File: config.mk
export PLATFORM = sky130hd
export DESIGN_NAME = drawer_sequencer
export DESIGN_NICKNAME = d
export VERILOG_FILES = /design/src/rtl/drawer_pkg.sv /design/src/rtl/drawer_sequencer_hold_counter.sv /design/src/rtl/drawer_sequencer.sv
export SDC_FILE = /design/constraint.sdc
export NUM_CORES = 1
export LEC_CHECK = 0
export BUFFER_PORTS_ARGS = -buffer_cell sky130_fd_sc_hd__buf_2
export CORE_AREA = 2 2 88 90
export CTS_CLUSTER_SIZE = 30
export DETAILED_ROUTE_END_ITERATION = 8
export DIE_AREA = 0 0 90 92
export PLACE_DENSITY = 0.74
export SLEW_MARGIN = 20
export SYNTH_ARGS = -nofsm -noshare
export SYNTH_HDL_FRONTEND = slang
export SYNTH_SLANG_ARGS = --single-unit
File: constraint.sdc
create_clock -name clk50 -period 1.7 [get_ports clk50]
set_input_delay 0.17 -clock clk50 [delete_from_list [all_inputs] [get_ports clk50]]
set_output_delay 0.17 -clock clk50 [all_outputs]
set_load 0.05 [all_outputs]
File: src/rtl/drawer_pkg.sv
// Shared definitions for the drawer phase controller: phase encodings,
// internal state set and default datapath widths.
package drawer_pkg;

    localparam int DATA_W_DEF = 24;
    localparam int ADDR_W_DEF = 4;

    typedef enum logic [2:0] {
        PH_IDLE = 3'd0,
        PH_LOAD = 3'd1,
        PH_SET1 = 3'd2,
        PH_CMP  = 3'd3,
        PH_SET2 = 3'd4,
        PH_DRAW = 3'd5
    } phase_e;

    // S_LAST is the cycle carrying the final memory 1/2 write; it still reports as LOAD.
    typedef enum logic [2:0] {
        S_IDLE = 3'd0,
        S_LOAD = 3'd1,
        S_LAST = 3'd2,
        S_SET1 = 3'd3,
        S_CMP  = 3'd4,
        S_SET2 = 3'd5,
        S_DRAW = 3'd6
    } seq_state_e;

    function automatic phase_e phaseOf(input seq_state_e s);
        case (s)
            S_IDLE:  phaseOf = PH_IDLE;
            S_LOAD:  phaseOf = PH_LOAD;
            S_LAST:  phaseOf = PH_LOAD;
            S_SET1:  phaseOf = PH_SET1;
            S_CMP:   phaseOf = PH_CMP;
            S_SET2:  phaseOf = PH_SET2;
            S_DRAW:  phaseOf = PH_DRAW;
            default: phaseOf = PH_IDLE;
        endcase
    endfunction

endpackage

File: src/rtl/drawer_sequencer_hold_counter.sv
// Loadable down-counter that parks at zero; terminal flags the last cycle
// of a hold interval that was loaded with (length - 1).
module seq_hold_counter #(
    parameter int WIDTH = 2
) (
    input  logic             clk,
    input  logic             reset,
    input  logic             load,
    input  logic [WIDTH-1:0] loadValue,
    output logic             terminal
);

    localparam logic [WIDTH-1:0] ONE = WIDTH'(1);

    logic [WIDTH-1:0] count_r;

    // Count register: load wins, otherwise decrement until zero.
    always_ff @(posedge clk) begin
        if (reset) begin
            count_r <= '0;
        end else if (load) begin
            count_r <= loadValue;
        end else if (count_r != '0) begin
            count_r <= count_r - ONE;
        end else begin
            count_r <= count_r;
        end
    end

    assign terminal = (count_r == '0);

endmodule

File: src/rtl/drawer_sequencer.sv
// Phase controller for the drawer: loads memories 1/2, sweeps the compare pass
// writing memory 3, then holds the draw enable until aborted.
module drawer_sequencer
    import drawer_pkg::*;
#(
    parameter int ADDR_W       = ADDR_W_DEF,
    parameter int DEPTH        = 16,
    parameter int DATA_W       = DATA_W_DEF,
    parameter int COMPARE_HOLD = 2,
    parameter int SETTLE       = 2
) (
    input  logic              clk50,
    input  logic              reset,
    input  logic              start,
    input  logic              abort,
    input  logic              in_valid,
    output logic              in_ready,
    input  logic [DATA_W-1:0] in_data1,
    input  logic [DATA_W-1:0] in_data2,
    output logic              enable,
    output logic [ADDR_W-1:0] address,
    output logic              wren1,
    output logic [DATA_W-1:0] data1,
    output logic              wren2,
    output logic [DATA_W-1:0] data2,
    output logic              wren3,
    output logic              busy,
    output logic [2:0]        phase
);

    localparam int HOLD_MAX = (SETTLE > COMPARE_HOLD) ? SETTLE : COMPARE_HOLD;
    localparam int HOLD_W   = (HOLD_MAX > 1) ? $clog2(HOLD_MAX + 1) : 1;

    localparam logic [ADDR_W-1:0] LAST_ADDR = ADDR_W'(DEPTH - 1);
    localparam logic [ADDR_W-1:0] ADDR_ONE  = ADDR_W'(1);
    localparam logic [HOLD_W-1:0] SETTLE_LD = HOLD_W'(SETTLE - 1);
    localparam logic [HOLD_W-1:0] CMP_LD    = HOLD_W'(COMPARE_HOLD - 1);

    seq_state_e        state_r,   nextState_s;
    logic [ADDR_W-1:0] wordCnt_r, nextWord_s;
    logic [ADDR_W-1:0] address_r, nextAddr_s;
    logic [DATA_W-1:0] data1_r,   nextData1_s;
    logic [DATA_W-1:0] data2_r,   nextData2_s;
    logic              wren12_r,  nextWren12_s;
    logic              wren3_r,   nextWren3_s;
    logic              enable_r,  nextEnable_s;
    logic              inReady_r, nextReady_s;
    logic              busy_r;
    phase_e            phase_r;

    logic              beat_s;
    logic              holdLoad_s;
    logic [HOLD_W-1:0] holdValue_s;
    logic              holdTerm_s;

    seq_hold_counter #(
        .WIDTH(HOLD_W)
    ) u_hold (
        .clk      (clk50),
        .reset    (reset),
        .load     (holdLoad_s),
        .loadValue(holdValue_s),
        .terminal (holdTerm_s)
    );

    assign beat_s = in_valid & inReady_r;

    // Next-state and next-output decode; every output register is fed from here.
    always_comb begin
        nextState_s  = state_r;
        nextWord_s   = wordCnt_r;
        nextAddr_s   = address_r;
        nextData1_s  = data1_r;
        nextData2_s  = data2_r;
        nextWren12_s = 1'b0;
        nextWren3_s  = 1'b0;
        nextEnable_s = 1'b0;
        nextReady_s  = 1'b0;
        holdLoad_s   = 1'b0;
        holdValue_s  = '0;

        case (state_r)
            S_IDLE: begin
                if (start && !abort) begin
                    nextState_s = S_LOAD;
                    nextWord_s  = '0;
                    nextReady_s = 1'b1;
                end else begin
                    nextState_s = S_IDLE;
                end
            end
            S_LOAD: begin
                if (abort) begin
                    nextState_s = S_IDLE;
                end else if (beat_s) begin
                    nextAddr_s   = wordCnt_r;
                    nextData1_s  = in_data1;
                    nextData2_s  = in_data2;
                    nextWren12_s = 1'b1;
                    // Terminal word leaves LOAD without ever incrementing past DEPTH-1.
                    if (wordCnt_r == LAST_ADDR) begin
                        nextState_s = S_LAST;
                    end else begin
                        nextWord_s  = wordCnt_r + ADDR_ONE;
                        nextReady_s = 1'b1;
                    end
                end else begin
                    nextReady_s = 1'b1;
                end
            end
            S_LAST: begin
                if (abort) begin
                    nextState_s = S_IDLE;
                end else begin
                    nextState_s = S_SET1;
                    holdLoad_s  = 1'b1;
                    holdValue_s = SETTLE_LD;
                end
            end
            S_SET1: begin
                if (abort) begin
                    nextState_s = S_IDLE;
                end else if (holdTerm_s) begin
                    nextState_s = S_CMP;
                    nextAddr_s  = '0;
                    nextWren3_s = 1'b1;
                    holdLoad_s  = 1'b1;
                    holdValue_s = CMP_LD;
                end else begin
                    nextState_s = S_SET1;
                end
            end
            S_CMP: begin
                if (abort) begin
                    nextState_s = S_IDLE;
                end else if (holdTerm_s) begin
                    if (address_r == LAST_ADDR) begin
                        nextState_s = S_SET2;
                        holdLoad_s  = 1'b1;
                        holdValue_s = SETTLE_LD;
                    end else begin
                        nextAddr_s  = address_r + ADDR_ONE;
                        nextWren3_s = 1'b1;
                        holdLoad_s  = 1'b1;
                        holdValue_s = CMP_LD;
                    end
                end else begin
                    nextWren3_s = 1'b1;
                end
            end
            S_SET2: begin
                if (abort) begin
                    nextState_s = S_IDLE;
                end else if (holdTerm_s) begin
                    nextState_s  = S_DRAW;
                    nextAddr_s   = '0;
                    nextEnable_s = 1'b1;
                end else begin
                    nextState_s = S_SET2;
                end
            end
            S_DRAW: begin
                if (abort) begin
                    nextState_s = S_IDLE;
                end else begin
                    nextEnable_s = 1'b1;
                end
            end
            default: begin
                nextState_s = S_IDLE;
            end
        endcase
    end

    // State and registered outputs.
    always_ff @(posedge clk50) begin
        if (reset) begin
            state_r   <= S_IDLE;
            wordCnt_r <= '0;
            address_r <= '0;
            data1_r   <= '0;
            data2_r   <= '0;
            wren12_r  <= 1'b0;
            wren3_r   <= 1'b0;
            enable_r  <= 1'b0;
            inReady_r <= 1'b0;
            busy_r    <= 1'b0;
            phase_r   <= PH_IDLE;
        end else begin
            state_r   <= nextState_s;
            wordCnt_r <= nextWord_s;
            address_r <= nextAddr_s;
            data1_r   <= nextData1_s;
            data2_r   <= nextData2_s;
            wren12_r  <= nextWren12_s;
            wren3_r   <= nextWren3_s;
            enable_r  <= nextEnable_s;
            inReady_r <= nextReady_s;
            busy_r    <= (nextState_s != S_IDLE);
            phase_r   <= phaseOf(nextState_s);
        end
    end

    assign in_ready = inReady_r;
    assign enable   = enable_r;
    assign address  = address_r;
    assign wren1    = wren12_r;
    assign wren2    = wren12_r;
    assign data1    = data1_r;
    assign data2    = data2_r;
    assign wren3    = wren3_r;
    assign busy     = busy_r;
    assign phase    = phase_r;

endmodule
* Word level (Yosys, flattened, before mapping)
Index checks and enable logic that the tools add are counted.
** Word-level totals
- Memory bits (read-only) :: 0
- Bits in latches :: 0
- Input port bits :: 53
- Logic and storage cells :: 106
- Bits in registers :: 69
- Bits in writable memories :: 0
- Memories :: 0
** Cells by class
- Muxes and demuxes :: 49
- Reductions and logical operators :: 16
- Eq/ne operators :: 23
- $mul :: 0
- Magnitude comparators :: 0
- Bitwise logic cells :: 3
- $add $sub $neg :: 3
- Shift operators :: 0
- Divide/modulo/power cells :: 0
** Operators with widths (number)
- 2-to-1 mux 4 bit :: 11
- 2-to-1 mux 3 bit :: 10
- one-hot mux 3 bit (7 select lines) :: 1
- == test 3 bit, second input constant :: 6
- inequality test 2 bit, second input constant :: 8
- 2-to-1 mux 1 bit :: 15
- one-hot mux 3 bit (5 select lines) :: 1
- == test 3 x 2 -> 1 bit, second input constant :: 4
- one-hot mux 4 bit (3 select lines) :: 1
- one-hot mux 1 bit (2 select lines) :: 5
- adder 4 x 1 -> 4 bit, second input constant :: 2
- == test 4 bit, second input constant :: 2
- 2-to-1 mux 2 bit :: 4
- one-hot mux 4 bit (2 select lines) :: 1
- AND reduction 8 bit :: 1
- == test 3 x 1 -> 1 bit, second input constant :: 2
- nonzero test 2 bit :: 3
- nonzero test 3 bit :: 2
- OR reduction 2 bit :: 3
- AND reduction 5 bit :: 1
- logical NOT 3 bit :: 1
- AND reduction 3 bit :: 1
- OR reduction 3 bit :: 1
- logical NOT 2 bit :: 1
- other kinds (6) :: 7

* Logic depth before layout (Yosys ltp)
Gate-level depths: netlist (run 1).
- Depth in word-level cells :: 8
- Depth in mapped cells :: 7
- Gate-level depth less buffers :: 6

* Cells and area by module
From an unflattened synthesis (run 1), not the netlist that was laid out.
** Second synthesis, totals
- Cell total of the unflattened synthesis :: 344
- Area total of the unflattened synthesis :: 2811.4 µm²
** By module, submodules not included
- drawer_sequencer :: cells an instance 332, times used 1, area an instance 2690.1 µm², sequential area each 1341.3 µm²
- seq_hold_counter :: cells an instance 12, times used 1, area an instance 121.4 µm², sequential area each 40.0 µm²

* Worst setup path after synthesis (run 1)
Ideal clock, no wire load.
- Kind :: reg2reg
- Start :: register address_r[1], in the netlist address[1]
- End :: register phase_r[0], in the netlist phase[0]
- Clock period less this slack :: 1.835 ns
- Slack :: -0.135 ns
- Arrival time :: 1.707 ns
- Cell stages (with the launch flop) :: 6
- Cells stage by stage :: dfxtp_1 -> ha_1 -> nand4_1 -> a311o_1 -> a221oi_1 -> nor2_1
** On the way
- Cells in the longest elaborated chain, start to end :: 8
- Elaborated cells on any way between the ends :: 13
** RTL lines
- start, declared :: line drawer_sequencer.sv:41 : logic [ADDR_W-1:0] address_r, nextAddr_s;
- start signal, assigned :: line drawer_sequencer.sv:192 : address_r <= nextAddr_s;
- == test 4 bit * :: line drawer_sequencer.sv:137 : if (address_r == LAST_ADDR) begin
- 2-to-1 mux 3 bit * :: line drawer_sequencer.sv:137
- 2-to-1 mux 3 bit * :: line drawer_sequencer.sv:136 : end else if (holdTerm_s) begin
- 2-to-1 mux 3 bit * :: line drawer_sequencer.sv:134 : if (abort) begin
- one-hot mux 3 bit (7 select lines) * :: line drawer_sequencer.sv:82 : case (state_r)
- == test 3 x 2 -> 1 bit or == test 3 x 1 -> 1 bit (tied branches) :: line drawer_pkg.sv:29 : case (s)
- OR reduction 2 bit (no line)
- one-hot mux 3 bit (5 select lines) * :: line drawer_pkg.sv:29
- end signal, assigned :: line drawer_sequencer.sv:200 : phase_r <= phaseOf(nextState_s);
- end, declared :: line drawer_sequencer.sv:49 : phase_e phase_r;
Every way passes the cells marked *; elsewhere a longest branch is shown, timed or not.
A chain may end at the register's enable or synchronous reset.

* Worst setup path in the final report (run 1)
- Start :: register state_r[2]
- End :: register data1_r[6], in the netlist data1[6]
** On the way
- Cells in the longest elaborated chain, start to end :: 2
** RTL lines
- start, declared :: line drawer_sequencer.sv:39 : seq_state_e state_r, nextState_s;
- start signal, assigned :: line drawer_sequencer.sv:190 : state_r <= nextState_s;
- == test 3 x 1 -> 1 bit :: line drawer_sequencer.sv:82
- AND reduction 3 bit (no line)
- end signal, assigned :: line drawer_sequencer.sv:193 : data1_r <= nextData1_s;
- end, declared :: line drawer_sequencer.sv:42 : logic [DATA_W-1:0] data1_r, nextData1_s;
No other way between the ends.

==> results of run 1 <==
==> sequential cells by signal (all words and copies together), names as in the netlist <==
| signal | count |
|---|---|
| state_r | 3 |
| enable | 1 |
| data1 | 24 |
| wordCnt_r | 4 |
| data2 | 24 |
| phase | 3 |
| in_ready | 1 |
| u_hold.count_r | 2 |
| address | 4 |
| wren1 | 1 |
| busy | 1 |
| wren3 | 1 |
==> final cells by class <==
class	count	area, sq um
Tap cell	102	127.6
Clock buffer	13	178.9
Inverter	6	22.52
Clock inverter	3	65.06
Multi-Input combinational cell	244	1398
Sequential cell	69	1390
Fill cell	726	3461
Timing Repair Buffer	140	804.5
==> worst max-delay path, cell delays in order (launching register included) <==
cell and delay [ns]:
dfxtp_4 0.38, buf_4 0.16, nor4b_4 0.35, buf_4 0.18, nand3_4 0.10, buf_4 0.21, nand2_1 0.09, a21oi_2 0.05
==> metal layers <==
metal,part of all wire,up-vias
met5,0,-
met4,0.015,0
met3,0.065,11
met2,0.49,100
met1,0.43,1279
li1,-,1431
==> timing repair <==
action                     CTS  global route
pin swaps                    2             6
gates resized for setup      5            21
setup endpoints to repair   43            59
setup buffers                0             3
==> power by group through the flow <==
| stage | combinational (mW) | clock (mW) | sequential (mW) |
|---|---|---|---|
| after floorplan | 0.175 | 0 | 1.72 |
| after global placement | 0.325 | 0 | 1.70 |
| after detailed placement | 0.333 | 0 | 1.70 |
| after CTS | 0.339 | 1.62 | 1.66 |
| after global routing | 0.413 | 1.68 | 1.66 |
| final | 0.372 | 1.57 | 1.66 |
==> cell families (layout without fill, tap and decap cells) <==
group	count (synthesis)	after routing	share of synthesized area
muxes	1	1	0.003491
and+or+nand+nor	143	143	0.2343
adders and majority gates	3	3	0.01309
xor gates and xnor gates	3	3	0.009164
DFF	69	69	0.4817
AOI/OAI and AO/OA	94	94	0.2068
buffers and inverters	31	162	0.05148
==> cells in the final DEF (no fill, tap or decap), types with 3 or more instances in the layout <==
cell type  instances
a21oi_2            4
nand2b_1           3
inv_1              4
buf_2            113
dfxtp_2            4
clkbuf_8          13
nand3_1            6
nor2_1             8
buf_6              3
a21oi_1           52
dfxtp_1           64
o21ai_0            5
nand2_1          103
buf_4             22
==> path summary, 6_finish.rpt <==
| kind | start | endpoint | slack, ns | cells after the start |
|---|---|---|---|---|
| min reg2reg | data1[23] | data1[23] | 0.45 | 2 |
| max reg2reg | state_r[2] | data1[6] | 0.05 | 7 |
| min | in_data1[4] | data1[4] | 0.07 | 3 |
| max | state_r[2] | data1[6] | 0.05 | 7 |
==> metrics by stage <==
stage	power, mW	worst slack [ns]	hold WS [ns]	cells
6_report	3.600	0.04919	0.07117	577
2_1_floorplan	1.897	0.06327	0.2460	344
4_1_cts	3.617	0.006023	0.05634	574
3_5_place_dp	2.031	-0.06315	0.4175	558
3_3_place_gp	2.023	0.0001302	0.4096	558
5_1_grt	3.757	-0.02208	0.05947	577
==> metrics.md, run 1 <==
| Metric | Value |
|---|---|
| Status | finished, final reports clean |
| #FFs+latches synth | 69 |
| Num rows | 32 |
| Met3 Usage GRT | 0.04684 |
| WL per Instance | 12.50 microns |
| Final setup viols | 0 |
| Worst hold path class | in2reg |
| Drt first-iter violations | 122 |
| # clock sinks | 69 |
| Worst-margin pin slew | 0.4506 ns |
| Ports | 114 |
| Core box area | 7447 sq um |
| Critical path data required time | 1.91 ns |
| Mapped Area | 2868 sq um |
| Clock Pin Slew Worst Setup and Hold Paths | 0.07 ns |
| Via density per instance | 4.889 |
| DRT Pass-1 Iters | 4 |
| Die Y | 92 microns |
| Hold_buf cts | 0 |
| CTS tree | built |
| Fin Setup TNS | 0 ns |
| Total Nets Final | 526 |
| Worst Skew | 0.009314 ns |
| I/O Buffers | 113 |
| Gr ovfl total | 0 |
| Ys async rst share | 0 |
| HPWL Detailed | 5323 microns |
| First-pass GRT wire length | 12360 microns |
| Fraction of layout cells with a size suffix above 1 | 0.3789 |
| Largest net degree at the start of global routing | 26 |
| Layout area overhead | 39.01% |
| Hold Violations, Final | 0 |
| Clock Path Buffers | 2 |
| Root Buffer | clkbuf_8 |
| Post-route DRC | 0 |
| Mapped Nets | 400 |
| Arr. time, crit path | 1.86 ns |
| Synth top cells by count | nand2_1, dfxtp_1, a21oi_1, clkbuf_1, nor2_1 |
| Die area | 8280 sq um |
| Worst-path fanout max | 14 |
| Logic pwr share | 0.103 |
| Clock power share | 0.435 |
| Initial antenna violation count | 0 |
| Synth top area cells | dfxtp_1, nand2_1, a21oi_1, clkbuf_1, ha_1 |
| GRT Total Usage | 0.1804 |
| Worst VDD drop | 428.2 uV |
| Layer with the highest usage | met2 |
| Cells after Synth | 344 |
| Yosys cell types | 55 |
| Tmin final | 1.651 ns |
| Ant. Diodes | 0 |
| Routed Antenna Nets | 0 |
| Fin area | 3986 sq um |
| Post-DP Area | 3625 sq um |
| Met2 Usage GRT | 0.3139 |
| Startpoint types | register |
| Rel. slew slack | 0.6996 |
| Int Pwr | 2.798 mW |
| RSZ-0062 raised after global routing | true |
| Pwr/cell area | 903.2 nW/um^2 |
| CP endpoint kind | register |
| Avg Cell Area, Syn | 8.336 sq um |
| CTS HTree Levels | 3 |
| Main synth FF type | dfxtp_1 |
| Achievable Freq | 605.8 MHz |
| LEAKAGE | 1.695 nW |
| Max-Cap Viols | 0 |
| Number of synthesis warnings | 0 |
| Grt met1 use | 0.2095 |
| CTS Buf Count | 9 |
| Worst skew pair latency | 0.33 ns |
| Sw Ratio | 0.2228 |
| Final WL | 7213 microns |
| Vias after detailed routing | 2821 |
| Switching Power | 0.8022 mW |
| Flop pwr share | 0.462 |
| GPL Wtd Cong | 0.8738 |
| Slew Limit Fails | 0 |
| Die width | 90 microns |
| Final Util | 0.5353 |
| Cell taking the most area after synthesis | dfxtp_1 |
| Share of the synthesized area in the top cell type | 0.4817 |
| Number of flops mapped to enable cells by yosys | 0 |
| Sequential cell area fraction in the yosys report | 0.4817 |
| Starting density of the core | 0.3851 |
| Most common cell in the netlist | nand2_1 |
| Vias in the first global route | 2768 |
| Crit share post-route | 0.9711 |
| WS Path Type | reg2reg |
(Power assumes the default switching activity.)
==> run 2: changes to the inputs <==
CORE_AREA = 2 2 79 100   (was 2 2 88 90)
DIE_AREA = 0 0 81 102   (was 0 0 90 92)
==> metrics.md, run 2 (synthesis gave the netlist of run 1 again) <==
| Metric | Value |
|---|---|
| Die width | 81 microns (-10%) |
| Status | finished, final reports clean |
| WS Path Type | reg2reg |
| Final WL | 7353 microns (+1.9%) |
| # clock sinks | 69 (unchanged) |
| GRT Total Usage | 0.1828 (+0.002391) |
| Setup ws final | 0.05756 ns (+0.008377 ns) |
| CP endpoint kind | register |
| Post-DP Area | 3615 sq um (-0.28%) |
| Arr. time, crit path | 1.91 ns (+0.05 ns) |
| Tmin final | 1.642 ns (-0.008377 ns) |
| Crit share post-route | 0.9661 (-0.004928) |
| Max-Cap Viols | 0 (unchanged) |
| CTS Buf Count | 9 (unchanged) |
| Rel. slew slack | 0.5784 (-0.1212) |
| Most frequent cells in the layout | buf_2, nand2_1, dfxtp_1 |
| I/O Buffers | 113 (unchanged) |
| Layout area overhead | 34.21% |
| Hold Violations, Final | 0 (unchanged) |
| Worst hold path class | in2reg |
| R2R setup slack | 0.06 ns (about the same) |
| Drt first-iter violations | 161 (+32%) |
| Filler cells | 718 (-1.1%) |
| Slew Limit Fails | 0 (unchanged) |
| Die area | 8262 sq um (-0.22%) |
| First-pass GRT wire length | 11910 microns (-3.6%) |
| DRT Pass-1 Iters | 6 (+2) |
| Final setup viols | 0 (unchanged) |
| Num rows | 35 (+9.4%) |
| Setup WS pre-CTS | -0.03750 ns (+0.02565 ns) |
| Via density per instance | 5.103 (+4.4%) |
| WL per Instance | 13.11 microns (+4.8%) |
| Vias after detailed routing | 2863 (+1.5%) |
| LEAKAGE | 1.638 nW (-3.4%) |
| Total Nets Final | 522 (-0.76%) |
| Critical path data required time | 1.97 ns (+0.06 ns) |
| Post-route DRC | 0 (unchanged) |
| Starting density of the core | 0.3945 (+0.009412) |
| RSZ-0062 raised after global routing | true |
| WL met3 | 481 microns (+2.1%) |
| Die Y | 102 microns (+11%) |
| Area of the multi-input gates | 1379 sq um (-1.3%) |
| Routed Antenna Nets | 0 (unchanged) |
| HPWL Detailed | 5351 microns (+0.52%) |
| Sequential Area | 1396 sq um (+0.45%) |
| Largest net degree at the start of global routing | 34 (+31%) |
| Clock Pin Slew Worst Setup and Hold Paths | 0.07 ns (about the same) |
| GPL Wtd Cong | 0.8908 (+1.9%) |
| Fin area | 3849 sq um (-3.5%) |
| Startpoint types | register |
| Worst VDD drop | 588.8 uV (+38%) |
| CTS HTree Levels | 3 (unchanged) |
| Met1 WL | 2911 microns (-5.2%) |
| Root Buffer | clkbuf_8 |
| Achievable Freq | 608.9 MHz (+0.51%) |
| Hold_buf cts | 0 (unchanged) |
| Ant. Diodes | 0 (unchanged) |
| Ports | 114 (unchanged) |
| Core box area | 7269 sq um (-2.4%) |
| Vias in the first global route | 2755 (-0.47%) |
| Fraction of layout cells with a size suffix above 1 | 0.3689 (-0.01008) |
| Initial antenna violation count | 0 (unchanged) |
| Most common cell after layout, fill and taps aside | buf_2 |
| Worst-margin pin slew | 0.6324 ns (+0.1818 ns) |
| Gr ovfl total | 0 (unchanged) |
| Worst Skew | 0.01012 ns (+0.0008029 ns) |
| DR top layer | met4 |
| CTS tree | built |
| Clock Path Buffers | 2 (unchanged) |
| Worst skew pair latency | 0.33 ns (about the same) |
| Pwr/cell area | 832.9 nW/um^2 (-7.8%) |
| DR WL met2 | 3854 microns (+8.3%) |
| Tot Pwr | 3.206 mW (-11%) |
| Worst-path fanout max | 10 (-4) |
-- run 2: power breakdown --
part	switching, mW	internal (mW)	leakage, nW
logic	0.212	0.186	0.988
registers	0.0208	1.64	0.561
clock network	0.554	0.589	0.0881
-- run 2: stage by stage --
step                  TNS, ns  cells  hold slack [ns]    util
CTS                         0    559          0.04925  0.5207
global route          -0.1791    561          0.05647  0.5294
floorplan                   0    344           0.2460       -
global placement    -0.005424    545           0.4097  0.4972
detailed placement   -0.03750    545           0.4169  0.4972
finish                      0    561          0.07088  0.5294
-- run 2: metal layers --
metal / vias up / track usage
met1: 1331 / 0.2037
met5: - / 0
met3: 8 / 0.05742
met4: 0 / 0.09126
met2: 106 / 0.3121
li1: 1418 / -
-- run 2: path summary, 6_finish.rpt --
check                           cells after the start            to          from
worst min-delay path                                3     data2[22]  in_data2[22]
worst min register to register                      2     data2[13]     data2[13]
worst max-delay path                                5  wordCnt_r[3]    state_r[2]
worst max register to register                      5  wordCnt_r[3]    state_r[2]
-- run 2: layout make-up --
class                           instances  share of cell area
Clock buffer                           12             0.04031
Clock inverter                          2            0.002601
Inverter                                6            0.005852
Multi-Input combinational cell        244              0.3583
Sequential cell                        69              0.3628
Tap cell                               92             0.02991
Timing Repair Buffer                  136              0.2003
-- run 2: worst max-delay path, cell delays in order, from the launching register on --
cell,delay (ns)
dfxtp_4,0.39
buf_12,0.15
nor4_4,0.27
a22oi_2,0.14
or4_1,0.48
a21boi_1,0.15
-- run 2: repair_timing --
| action | CTS | global route |
|---|---|---|
| pin swaps | 0 | 10 |
| resized for setup | 3 | 16 |
| setup buffers | 0 | 2 |
| setup endpoints to repair | 13 | 60 |
